===== config.mk =====
export PLATFORM = sky130hd
export DESIGN_NAME = rr_chan_arbiter
export DESIGN_NICKNAME = d
export VERILOG_FILES = /design/src/rtl/rr_chan_pkg.sv /design/src/rtl/rr_pick.sv /design/src/rtl/rr_chan_arbiter.sv
export SDC_FILE = /design/constraint.sdc
export NUM_CORES = 1
export LEC_CHECK = 0
export CAP_MARGIN = 30
export CORE_ASPECT_RATIO = 1.4
export CORE_MARGIN = 1.5
export CORE_UTILIZATION = 40
export DETAILED_ROUTE_END_ITERATION = 16
export PLACE_DENSITY = 0.73
export SLEW_MARGIN = 20
export SYNTH_ARGS = -nofsm -noshare
export SYNTH_HDL_FRONTEND = slang
export SYNTH_SLANG_ARGS = --single-unit

===== constraint.sdc =====
create_clock -name clk -period 2.6 [get_ports clk]
set_clock_uncertainty 0.1 [all_clocks]
set_input_delay 0.26 -clock clk [delete_from_list [all_inputs] [get_ports clk]]
set_output_delay 0.26 -clock clk [all_outputs]
set_load 0.01 [all_outputs]

===== src/rtl/rr_chan_pkg.sv =====
// Shared types and helpers for the round-robin channel arbiter.
// The optional hold limit is enabled with RR_CHAN_ARBITER_HOLD_LIMIT_EN.
package rr_chan_pkg;

  localparam int unsigned N_REQ = 8;
  localparam int unsigned IDX_W = 3;

  typedef enum logic [1:0] {
    StIdle,
    StBusy,
    StRelease
  } state_e;

  // OR-tree encoder: index bit b is the OR of every one-hot bit whose position has bit b set.
  function automatic logic [IDX_W-1:0] onehot_to_idx(input logic [N_REQ-1:0] oh);
    logic [IDX_W-1:0] idx;
    idx = '0;
    for (int unsigned i = 0; i < N_REQ; i++) begin
      for (int unsigned b = 0; b < IDX_W; b++) begin
        if (((i >> b) & 32'd1) != 32'd0) begin
          idx[b] = idx[b] | oh[i];
        end
      end
    end
    return idx;
  endfunction

endpackage


===== src/rtl/rr_pick.sv =====
// Combinational round-robin picker: first asserted request at ptr, ptr+1, ... (mod N_REQ).
// Works by rotating so ptr lands at bit 0, isolating the lowest set bit, then rotating back.
module rr_pick
  import rr_chan_pkg::*;
(
  input  logic [N_REQ-1:0] req_i,
  input  logic [IDX_W-1:0] ptr_i,
  output logic             found_o,
  output logic [IDX_W-1:0] idx_o,
  output logic [N_REQ-1:0] onehot_o
);

  logic [2*N_REQ-1:0] req_dbl;
  logic [2*N_REQ-1:0] rot_dbl;
  logic [2*N_REQ-1:0] oh_dbl;
  logic [N_REQ-1:0]   rot_req;
  logic [N_REQ-1:0]   rot_oh;

  always_comb begin
    req_dbl  = {req_i, req_i};
    rot_dbl  = req_dbl >> ptr_i;
    rot_req  = rot_dbl[N_REQ-1:0];
    // Two's-complement trick keeps only the lowest set bit.
    rot_oh   = rot_req & (~rot_req + {{(N_REQ-1){1'b0}}, 1'b1});
    oh_dbl   = {rot_oh, rot_oh} << ptr_i;
    onehot_o = oh_dbl[2*N_REQ-1:N_REQ];
    found_o  = |req_i;
    idx_o    = onehot_to_idx(onehot_o);
  end

endmodule


===== src/rtl/rr_chan_arbiter.sv =====
// Round-robin arbiter sharing one serial channel among N_REQ requesters.
// Define RR_CHAN_ARBITER_HOLD_LIMIT_EN to force release after HoldMax cycles in BUSY.
module rr_chan_arbiter
  import rr_chan_pkg::*;
#(
  parameter int unsigned HoldMax = 16,
  parameter int unsigned IdleGap = 1
) (
  input  logic             clk,
  input  logic             rst_n,
  input  logic [N_REQ-1:0] req_i,
  input  logic [N_REQ-1:0] tx_bit_i,
  input  logic             rx_bit_i,
  output logic [N_REQ-1:0] gnt_o,
  output logic [IDX_W-1:0] sel_o,
  output logic             chan_valid_o,
  output logic             chan_bit_o,
  output logic [N_REQ-1:0] rx_out_o,
  output logic [4:0]       hold_cnt_o
);

  if (HoldMax < 2 || HoldMax > 32) begin : g_bad_hold_max
    $error("HoldMax must be in 2..32");
  end
  if (IdleGap < 1 || IdleGap > 3) begin : g_bad_idle_gap
    $error("IdleGap must be in 1..3");
  end

  localparam logic [1:0] GapLast = 2'(IdleGap - 1);
  localparam logic [4:0] HoldSat = 5'd31;

  state_e           state_q, state_d;
  logic [IDX_W-1:0] ptr_q, ptr_d;
  logic [N_REQ-1:0] gnt_q, gnt_d;
  logic [IDX_W-1:0] sel_q, sel_d;
  logic [4:0]       hold_q, hold_d;
  logic [1:0]       gap_q, gap_d;

  logic             pick_found;
  logic [IDX_W-1:0] pick_idx;
  logic [N_REQ-1:0] pick_oh;
  logic             preempt;

  rr_pick u_pick (
    .req_i    (req_i),
    .ptr_i    (ptr_q),
    .found_o  (pick_found),
    .idx_o    (pick_idx),
    .onehot_o (pick_oh)
  );

`ifdef RR_CHAN_ARBITER_HOLD_LIMIT_EN
  localparam logic [4:0] HoldLast = 5'(HoldMax - 1);
  assign preempt = (hold_q == HoldLast);
`else
  assign preempt = 1'b0;
`endif

  always_comb begin
    state_d = state_q;
    ptr_d   = ptr_q;
    gnt_d   = gnt_q;
    sel_d   = sel_q;
    hold_d  = hold_q;
    gap_d   = gap_q;
    unique case (state_q)
      StIdle: begin
        if (pick_found) begin
          gnt_d   = pick_oh;
          sel_d   = pick_idx;
          hold_d  = '0;
          state_d = StBusy;
        end
      end
      StBusy: begin
        hold_d = (hold_q == HoldSat) ? hold_q : hold_q + 5'd1;
        if (!req_i[sel_q] || preempt) begin
          gnt_d   = '0;
          // Advancing past the owner puts it last in line for the next arbitration.
          ptr_d   = sel_q + IDX_W'(1);
          gap_d   = '0;
          state_d = StRelease;
        end
      end
      StRelease: begin
        if (gap_q == GapLast) begin
          hold_d  = '0;
          state_d = StIdle;
        end else begin
          gap_d = gap_q + 2'd1;
        end
      end
      default: begin
        gnt_d   = '0;
        state_d = StIdle;
      end
    endcase
  end

  always_ff @(posedge clk or negedge rst_n) begin
    if (!rst_n) begin
      state_q <= StIdle;
      ptr_q   <= '0;
      gnt_q   <= '0;
      sel_q   <= '0;
      hold_q  <= '0;
      gap_q   <= '0;
    end else begin
      state_q <= state_d;
      ptr_q   <= ptr_d;
      gnt_q   <= gnt_d;
      sel_q   <= sel_d;
      hold_q  <= hold_d;
      gap_q   <= gap_d;
    end
  end

  always_comb begin
    gnt_o        = gnt_q;
    sel_o        = sel_q;
    hold_cnt_o   = hold_q;
    chan_valid_o = (state_q == StBusy);
    chan_bit_o   = chan_valid_o & tx_bit_i[sel_q];
    rx_out_o     = chan_valid_o ? ({{(N_REQ-1){1'b0}}, rx_bit_i} << sel_q) : '0;
  end

endmodule


# Word-level counts from Yosys, hierarchy flattened
# Cells that the tools add are included.
word_totals:
  register_bits: 23
  in_bits: 19
  out_inout_bits: 26
classes:
  addsub: 4
  magnitude_cmp: 1
  eq_ne: 8
  shift: 3
  muxes: 19
  n_bitwise: 14
  n_reduce_logical: 11
op_table:
  columns: ["cell", "count"]
  rows:
  - ["$mux 8", 3]
  - ["$pmux 8 s3", 1]
  - ["$shl 16x3->16", 1]
  - ["$shr 16x3->8", 1]
  - ["$mux 5", 3]
  - ["$pmux 5 s3", 1]
  - ["$mux 2", 5]
  - ["$ne 2x2->1 const B", 5]
  - ["$or 1x1->1", 9]
  - ["$reduce_and 3->1", 3]
  - ["$add 8x1->8 const B", 1]
  - ["$and 8x8->8", 1]
  - ["$not 8->8", 1]
  - ["$reduce_or 8->1", 1]
  - ["$shl 1x3->8", 1]
  - ["$bmux 1 s3", 2]
  - ["$pmux 2 s3", 1]
  - ["$add 5x1->5 const B", 1]
  - ["$eq 5x5->1 const B", 1]
  - ["$logic_not 2->1", 2]
  - ["$lt 3x4->1 const B", 1]
  - ["$pmux 2 s2", 1]
  - ["$reduce_and 2->1", 2]
  - ["$reduce_and 4->1", 1]
  - ["9 further kinds", 11]

# Depth between registers and ports, before layout
# Gate-level depths: netlist (run 1).
logic_depth:
  ltp_word: 8
  depth_mapped: 9

# Hierarchy
# A second synthesis (run 1) with hierarchy kept.
unflattened:
  cells_unflattened: 217
  area_unflattened_um2: 2097.0
modules_own_cells:
  columns: ["module", "instances", "cells_per_inst", "area_per_inst_um2", "seq_area_each_um2"]
  rows:
  - ["rr_chan_arbiter", 1, 113, 1342.5, 575.6]
  - ["rr_pick", 1, 104, 754.5, 0.0]

# Least setup slack after synthesis (run 1)
# OpenSTA, ideal clock, no wires.
synth_path:
  path_type: "register -> register"
  start: "reg ptr_q[1]"
  end: "reg sel_q[0], in the netlist sel_o[0]"
  setup_time_ns: 0.126
  arrival_time_ns: 2.114
  required_ns: 2.374
  path_slack_ns: 0.260
  path_stages_with_launch: 10
  n_path_buf: 2
  period_less_slack_ns: 2.340
  path_cell_list: "dfrtp_1 -> buf_6 -> buf_6 -> mux2i_1 -> mux2i_1 -> and2_1 -> a32oi_1 -> nor2_1 -> or3_1 -> o32a_1"
synth_between:
  elab_chain_cells: 8
synth_rtl:
  columns: ["element", "line_no", "text"]
  rows:
  - ["start: declaration", "rr_chan_arbiter.sv:33", "logic [IDX_W-1:0] ptr_q, ptr_d;"]
  - ["start signal: assignment", "rr_chan_arbiter.sv:110", "ptr_q <= ptr_d;"]
  - ["$shr 16x3->8", "rr_pick.sv:21", "rot_dbl = req_dbl >> ptr_i;"]
  - ["$not 8->8", "rr_pick.sv:24", "rot_oh = rot_req & (~rot_req + {{(N_REQ-1){1'b0}}, 1'b1});"]
  - ["$add 8x1->8", "rr_pick.sv:24", null]
  - ["$and 8x8->8", "rr_pick.sv:24", null]
  - ["$shl 16x3->16 *", "rr_pick.sv:25", "oh_dbl = {rot_oh, rot_oh} << ptr_i;"]
  - ["$or 1x1->1 (2 in a row)", "rr_chan_pkg.sv:21", "idx[b] = idx[b] | oh[i];"]
  - ["$or 1x1->1 *", "rr_chan_pkg.sv:21", null]
  - ["end signal: assignment", "rr_chan_arbiter.sv:112", "sel_q <= sel_d;"]
  - ["end: declaration", "rr_chan_arbiter.sv:35", "logic [IDX_W-1:0] sel_q, sel_d;"]
# Mark *: on every way between the ends. The rest lies on a longest branch, timed or not.
# A chain may end at the register's enable or synchronous reset.

# Worst setup path after layout (run 1)
# Ends and elaborated chain as after synthesis.

==> results of run 1 <==
path summary, 6_finish.rpt:
check / from / end / depth (start not counted)
max in group asynchronous: rst_n / ptr_q[2] / 2
worst min register to register: gnt_o[1] / gnt_o[1] / 2
min in group clk: gnt_o[1] / gnt_o[1] / 2
worst max register to register: ptr_q[1] / sel_o[0] / 9
worst max-delay path: ptr_q[1] / sel_o[0] / 9
worst min-delay path: rst_n / state_q[0] / 2
kinds of logic after synthesis:
group	count (synthesis)	synth area share
mux	37	0.239
fa+ha+maj	4	0.0226
simple gates	90	0.214
flops	23	0.260
xor+xnor	1	0.00395
compound gates	59	0.199
buf+inv	28	0.0609
per-stage QoR:
step / total power, W / setup slack, ns / cells
6_report: 0.00372 / -0.0195 / 389
5_1_grt: 0.00398 / -0.0791 / 389
4_1_cts: 0.00336 / 0.0138 / 385
3_5_place_dp: 0.00314 / -0.263 / 381
3_3_place_gp: 0.00311 / -0.258 / 381
2_1_floorplan: 0.00220 / 0.260 / 242
cells in the mapped netlist, drive strengths merged (2+ instances only):
| cell | n | area share |
|---|---|---|
| a211oi | 3 | 0.010 |
| a311oi | 3 | 0.012 |
| a21o | 5 | 0.017 |
| a2111oi | 2 | 0.0085 |
| nor3b | 2 | 0.0068 |
| mux2i | 21 | 0.10 |
| buf | 10 | 0.030 |
| nor3 | 8 | 0.018 |
| o21ai | 15 | 0.034 |
| dfrtp | 23 | 0.26 |
| nand4 | 3 | 0.0085 |
| nand2b | 5 | 0.014 |
| o32a | 2 | 0.0090 |
| a22o | 6 | 0.024 |
| mux2 | 5 | 0.027 |
| clkbuf | 9 | 0.015 |
| or4 | 2 | 0.0068 |
| o32ai | 2 | 0.015 |
| and2 | 5 | 0.014 |
| and3 | 2 | 0.0056 |
| mux4 | 11 | 0.11 |
| o211ai | 2 | 0.0068 |
| a21oi | 6 | 0.014 |
| nor4b | 4 | 0.016 |
| nand3 | 8 | 0.018 |
| ha | 4 | 0.023 |
| nor2 | 14 | 0.024 |
| inv | 9 | 0.015 |
| nand2 | 25 | 0.042 |
| or3 | 3 | 0.0085 |
| nor4 | 5 | 0.020 |
| or2 | 2 | 0.0056 |
| a31oi | 4 | 0.011 |
sequential cells by signal, indices dropped and copies added, names as in the netlist:
name / count
gnt_o: 8
hold_cnt_o: 5
ptr_q: 3
sel_o: 3
gap_q: 2
state_q: 2
cell type report:
type / instances / area [um2]
clock buffer: 4 / 45.0
fill: 466 / 2020
inverter: 9 / 33.8
multi-input combinational: 191 / 1640
sequential: 23 / 578
tap: 66 / 82.6
timing repair buffer: 96 / 876
power groups by stage:
| stage | Sequential, W | Clock, W | Combinational [W] |
|---|---|---|---|
| floorplan | 0.000631 | 0 | 0.00157 |
| global placement | 0.000678 | 0 | 0.00243 |
| detailed placement | 0.000683 | 0 | 0.00246 |
| CTS | 0.000677 | 0.000224 | 0.00246 |
| global route | 0.000706 | 0.000242 | 0.00303 |
| finish | 0.000680 | 0.000222 | 0.00282 |
layer usage:
layer / track usage / wire, um / vias up
met5: 0 / 0 / -
met4: 0.116 / 282 / 0
met3: 0.0223 / 236 / 24
li1: - / - / 1091
met2: 0.375 / 3640 / 83
met1: 0.244 / 2620 / 1113
repair_timing:
action                     in CTS  in global routing
gates resized for setup         1                 32
setup endpoints to repair       1                 12
buffers inserted                0                  3
gates cloned                    0                  1
pin swaps                       0                 11
critical path, cell delays in order (launching register included):
cell and delay (ns):
dfrtp_2 0.43, buf_12 0.15, buf_6 0.14, mux2i_1 0.12, buf_4 0.15, mux2i_2 0.23, o32a_1 0.35, nor2_2 0.09
or3_4 0.37, o32a_1 0.35
layout by cell type (no fill, tap or decap), types with 3 or more instances in the layout:
cell type         n
mux4_2           11
and2_1            4
dlymetal6s2s_1    3
inv_1             7
clkdlybuf4s50_1  41
a31oi_1           4
nor2_1           13
mux2_2            4
a21oi_1           5
a22o_1            6
nand4_1           3
nor4_1            3
clkbuf_8          3
nand2_1          25
o21ai_1           5
nand3_1           6
buf_4            48
nor3_1            6
mux2i_2           3
a21o_1            5
mux2i_1          16
ha_1              4
dfrtp_1          21
nand2b_1          5
nor4b_1           4
o21ai_0           9
==> reports/summary.txt, run 1 <==
critical path class: reg2reg
Worst Tran Pin Value: 0.819 ns
P per Cell Area: 1140 nW/um2
RSZ-0062 raised after global routing: true
switching fraction of total power: 0.455
Die Y: 91.1 um
Initial DRC Count: 126
Fmax achieved: 382 MHz
sequential share of power: 0.183
Crit Path Max Fanout: 12
fin nets: 347
Clk pwr share: 0.060
Rel. slew slack: 0.450
H-tree lvl count: 1
num rows: 31
die area: 6000 um2
final setup margin: -0.0195 ns
DRC Markers: 0
CTS buffer count: 3
initial core utilization: 0.420
part of the cycle the worst path needs: 1.01
Clk Latency, worst-skew pair: 0.27 ns
setup violators final: 1
NetSw: 0.00169 W
utilization after layout: 0.617
maximum capacitance violations: 0
DP HPWL: 5100 um
Total Wirelength: 6770 um
Synthesized Nets: 265
CP Launch Type: register
Req. time, crit path: 2.65 ns
Slew Limit Fails: 0
number of synthesized flops with an enable pin: 0
clock transition at the registers of the reported paths: 0.08 ns
CTS hold repair buffers: 0
leakage: 1.41 nW
Placed Area: 3010 um2
vias per std cell: 5.94
failing checks: setup timing
element type at the critical path end: register
fin crit period: 2.62 ns
I/O pin total: 45
dominant synthesized flop cell: dfrtp_1
Max Buffers Root-to-Sink: 2
post-route ant nets: 0
final hold violations: 0
pin count of the biggest net entering global routing: 24
Routed WL per cell: 17.4 um
final instance area: 3260 um2
Peak VDD IR: 0.000636 V
Comb pwr share: 0.758
die span in x: 65.9 um
P&R area growth vs syn: 46.9%
internal power: 0.00203 W
register bit count reported by yosys: 23
final setup TNS: -0.0195 ns
gp weighted congestion: 0.948
ys async rst share: 1.00
Netlist cell types: 54
CP Data Arrival Time: 2.67 ns
GRT Util Overall: 0.213
YS warnings: 0
Via Count: 2,311
Avg Cell Area, Syn: 9.16 um2
vias in the first global route: 2,193
status: finished with violations
CORE AREA: 5280 um2
Antenna Cells: 0
number of port buffers: 44
CTS tree: yes
first-pass GRT wire length: 10,200 um
hold_ws: 0.250 ns
initial antenna violation count: 0
CTS root buf: clkbuf_8
mapped cell area: 2220 um2
grt ovf: 0
R2R setup slack: -0.02 ns
Post-Syn Instances: 242
clk sink count: 23
hold crit path type: in2async
Seq/Total Area, Yosys: 0.260
DR pass1 iterations: 4
layout cells sized above 1: 0.310
Note: power is estimated with default switching activity, not from simulation.
==> inputs of run 2 (changes only) <==
CELL_PAD_IN_SITES_DETAIL_PLACEMENT = 1   (was default)
CELL_PAD_IN_SITES_GLOBAL_PLACEMENT = 2   (was default)
CORE_UTILIZATION = 32   (was 40)
PLACE_DENSITY = 0.9   (was 0.73)
==> run 2 against run 1 <==
The run still ends with setup timing left. Critical path depth decreased by 1. Non-clock buffer count increased by 9. Maximum frequency increased by 0.25%. Core utilization decreased by 12 points. Hold slack got worse by 0.0025 ns.
==> reports/summary.txt, run 2 (synthesis results as in run 1) <==
status: finished with violations
failing checks: setup timing
leakage: 1.43 nW
fin nets: 356
first-pass GRT wire length: 12,000 um
Peak VDD IR: 0.000473 V
post-route ant nets: 0
DR pass1 iterations: 4
initial antenna violation count: 0
final setup TNS: -0.0134 ns
Worst Tran Pin Value: 0.941 ns
CP Data Arrival Time: 2.69 ns
number of port buffers: 44
clock transition at the registers of the reported paths: 0.09 ns
Total Wirelength: 7720 um
num rows: 35
commonest non-fill, non-tap cell in the layout: buf_4
setup violators final: 2
Worst path slowest cell: dfrtp_2
H-tree lvl count: 1
commonest non-fill, non-tap cells in the layout: 61 x buf_4, 38 x clkdlybuf4s50_1, 25 x nand2_1
RSZ-0062 raised after global routing: true
Max Buffers Root-to-Sink: 2
DRC Markers: 0
FF/Latch Area: 578 um2
CORE AREA: 6660 um2
gp weighted congestion: 0.954
hold_ws: 0.247 ns
Crit Path Max Fanout: 7
maximum capacitance violations: 0
die span in x: 73.4 um
part of the cycle the worst path needs: 1.01
# fillers: 799
Largest stage delay, worst path: 0.48 ns
CTS root buf: clkbuf_8
CP Launch Type: register
vias in the first global route: 2,515
CTS tree: yes
Setup WS pre-CTS: -0.380 ns
P per Cell Area: 1140 nW/um2
Die Y: 101 um
final setup margin: -0.0130 ns
Fmax achieved: 383 MHz
clk sink count: 23
hold crit path type: in2async
max FFs per register: 8
critical path class: reg2reg
area of the multi-input gates: 1660 um2
Slew Limit Fails: 0
Placed Area: 3060 um2
Clk Latency, worst-skew pair: 0.26 ns
top cell family by delay on the critical path: compound AO/OA/AOI/OAI gates
vias per std cell: 5.50
GRT Util Overall: 0.206
CP Buf/Inv Count: 1
final hold violations: 0
grt ovf: 0
Antenna Cells: 0
initial core utilization: 0.333
Initial DRC Count: 54
Req. time, crit path: 2.67 ns
I/O pin total: 45
Rel. slew slack: 0.368
fin crit period: 2.61 ns
pin count of the biggest net entering global routing: 24
Via Count: 2,334
final instance area: 3330 um2
DP HPWL: 5880 um
element type at the critical path end: register
CTS buffer count: 3
die area: 7440 um2
CP Cell Sequence: buf_4 > mux4_2 > or2_1 > a211o_1 > nor3_2 > o21ai_2 > o211a_1 > a31oi_1
layout cells sized above 1: 0.322
Routed WL per cell: 18.2 um
P&R area growth vs syn: 50.2%
## run 2: cell count changes in the layout (fill, tap and decap cells not counted), sizes merged
cell and delta:
buf +10, clkdlybuf4s50 -3, dlygate4sd2 +3, clkbuf -2, clkinv +1
## run 2: report_power, final
| group | internal (W) | switching [W] | leakage [nW] |
|---|---|---|---|
| combinational | 0.00144 | 0.00142 | 1.12 |
| sequential | 0.000491 | 0.000208 | 0.294 |
| clock | 0.000107 | 0.000117 | 0.0255 |
## run 2: per-layer routing
| metal | part of all wire | vias up | GRT usage |
|---|---|---|---|
| met4 | 0.025 | 0 | 0.0897 |
| met1 | 0.38 | 1153 | 0.224 |
| met5 | 0 | - | 0 |
| li1 | - | 1102 | - |
| met3 | 0.029 | 15 | 0.0149 |
| met2 | 0.57 | 64 | 0.399 |
## run 2: final timing paths
kind | startpoint | slack (ns) | cells after the start | end
min in group clk | gap_q[1] | 0.39 | 2 | gap_q[1]
worst min register to register | gap_q[1] | 0.39 | 2 | gap_q[1]
max in group asynchronous | rst_n | 1.90 | 2 | ptr_q[2]
worst min-delay path | rst_n | 0.25 | 2 | hold_cnt_o[0]
worst max register to register | ptr_q[1] | -0.01 | 8 | sel_o[2]
worst max-delay path | ptr_q[1] | -0.01 | 8 | sel_o[2]
## run 2: layout make-up
type / count / share of cell area
Multi-Input combinational cell: 191 / 0.497
Timing Repair Buffer: 105 / 0.271
Sequential cell: 23 / 0.174
Tap cell: 92 / 0.0346
Clock buffer: 3 / 0.0124
Inverter: 9 / 0.0101
Clock inverter: 1 / 0.00150
## run 2: stage by stage
stage	std cells	util	power, W
after floorplan	242	-	0.00220
after global placement	411	0.460	0.00314
after detailed placement	411	0.460	0.00322
after CTS	419	0.475	0.00355
after global routing	424	0.500	0.00406
final	424	0.500	0.00378
## run 2: what timing repair did
item,in CTS,in global routing
endpoints found under the setup margin,11,10
setup buffers,4,5
hold buffers,0,0
gates resized for setup,10,24
pin swaps,4,4
==> inputs of run 3 (changes only) <==
SETUP_SLACK_MARGIN = 0.2   (was default)
==> run 3 against run 2 <==
The run still ends with setup timing left. Maximum frequency decreased by 0.19%. Sequential share of layout area down 1.3 points. Design area increased by 7.9%. Total power rose by 12%. Flip-flop and latch count did not move. Die area is the same. Wire length increased by 8.1%. Register-to-register slack about the same. Non-clock buffer count increased by 8. Via count up 3.9%. Critical path depth stayed put.
==> reports/summary.txt, run 3 (synthesis results as in run 1) <==
CTS root buf: clkbuf_8
Max Buffers Root-to-Sink: 2
status: finished with violations
Total Wirelength: 8350 um
pin count of the biggest net entering global routing: 24
Initial DRC Count: 100
CTS tree: yes
layout cells sized above 1: 0.388
Slew Limit Fails: 0
fin nets: 364
Clk Latency, worst-skew pair: 0.26 ns
maximum capacitance violations: 0
commonest non-fill, non-tap cell in the layout: buf_4
setup violators final: 2
die span in x: 73.4 um
hold crit path type: in2async
I/O pin total: 45
utilization after layout: 0.540
Rel. slew slack: 0.510
element type at the critical path end: register
fin crit period: 2.62 ns
Routed WL per cell: 19.3 um
max FFs per register: 8
failing checks: setup timing
Antenna Cells: 0
DR pass1 iterations: 4
Req. time, crit path: 2.65 ns
Via Count: 2,424
GRT Util Overall: 0.228
initial core utilization: 0.333
DP HPWL: 5880 um
RSZ-0062 raised after global routing: true
critical path class: reg2reg
final hold violations: 0
gp weighted congestion: 0.954
Placed Area: 3060 um2
leakage: 1.58 nW
Layout Cells excl Fill: 432
commonest non-fill, non-tap cells in the layout: 58 x buf_4, 33 x clkdlybuf4s50_1, 23 x nand2_1
part of the cycle the worst path needs: 1.01
clk sink count: 23
Crit Path Max Fanout: 8
Die Y: 101 um
DRC Markers: 0
vias in the first global route: 2,631
Fmax achieved: 382 MHz
clock transition at the registers of the reported paths: 0.09 ns
final setup margin: -0.0181 ns
P per Cell Area: 1180 nW/um2
number of port buffers: 44
CP Launch Type: register
CTS buffer count: 3
die area: 7440 um2
first-pass GRT wire length: 13,100 um
hold_ws: 0.247 ns
Worst Tran Pin Value: 0.727 ns
initial antenna violation count: 0
CORE AREA: 6660 um2
CP Data Arrival Time: 2.66 ns
Peak VDD IR: 0.000496 V
P&R area growth vs syn: 62.1%
num rows: 35
final instance area: 3590 um2
vias per std cell: 5.61
H-tree lvl count: 1
grt ovf: 0
dpl cells: 411
post-route ant nets: 0
run 3: changes by cell type in the layout (fill, tap and decap cells not counted), moves of 3 or more:
cell | previous run | this run
nand3_1 | 7 | 4
dlygate4sd2_1 | 3 | 6
buf_4 | 61 | 58
clkdlybuf4s50_1 | 38 | 33
buf_6 | 0 | 10
run 3: worst max-delay path, stage by stage (launching register included):
cell and delay (ns):
dfrtp_2 0.51, buf_6 0.17, mux2i_1 0.16, buf_4 0.19
mux2i_4 0.18, o32a_1 0.32, nor2_1 0.11, or3_4 0.39
o32a_1 0.35
run 3: final cells by class:
cell class	count	area [um2]
clock buffers	3	41.3
clock inverters	1	5.00
fillers	757	3060
inverters	9	33.8
multi-input cells	191	1820
flip-flops and latches	23	578
well taps	92	115
repair buffers	113	998
run 3: path summary, 6_finish.rpt:
check | endpoint | cells after the start | slack, ns | start
hold reg to reg | gap_q[1] | 2 | 0.39 | gap_q[1]
max in group asynchronous | ptr_q[2] | 2 | 1.90 | rst_n
hold / removal | hold_cnt_o[0] | 2 | 0.25 | rst_n
setup / recovery | sel_o[0] | 8 | -0.02 | ptr_q[1]
setup reg to reg | sel_o[0] | 8 | -0.02 | ptr_q[1]
min in group clk | gap_q[1] | 2 | 0.39 | gap_q[1]
run 3: stage by stage:
stage                     total power (W)  setup TNS (ns)  setup slack (ns)
after detailed placement          0.00322           -2.45            -0.380
after CTS                         0.00385               0            0.0319
after global placement            0.00314           -1.61            -0.281
final                             0.00423         -0.0298           -0.0181
after global routing              0.00451          -0.350            -0.106
after floorplan                   0.00220               0             0.260
run 3: routing by layer:
metal | part of all wire | GRT usage | wire [um]
met5 | 0 | 0 | 0
met4 | 0.039 | 0.0997 | 328
met3 | 0.030 | 0.0159 | 247
met2 | 0.57 | 0.452 | 4750
met1 | 0.36 | 0.237 | 3020
run 3: report_power, final:
group          leakage, nW  internal (W)  switching [W]
clock network       0.0255      0.000107       0.000117
logic                 1.26       0.00167        0.00163
registers            0.294      0.000491       0.000221
total                 1.58       0.00226        0.00197
run 3: timing repair:
action	CTS	global route
endpoints found under the setup margin	12	21
pin swaps	13	20
hold buffers	0	0
gates resized for setup	44	35
gates cloned	0	0
hold endpoints to repair	0	0
buffers inserted	11	5
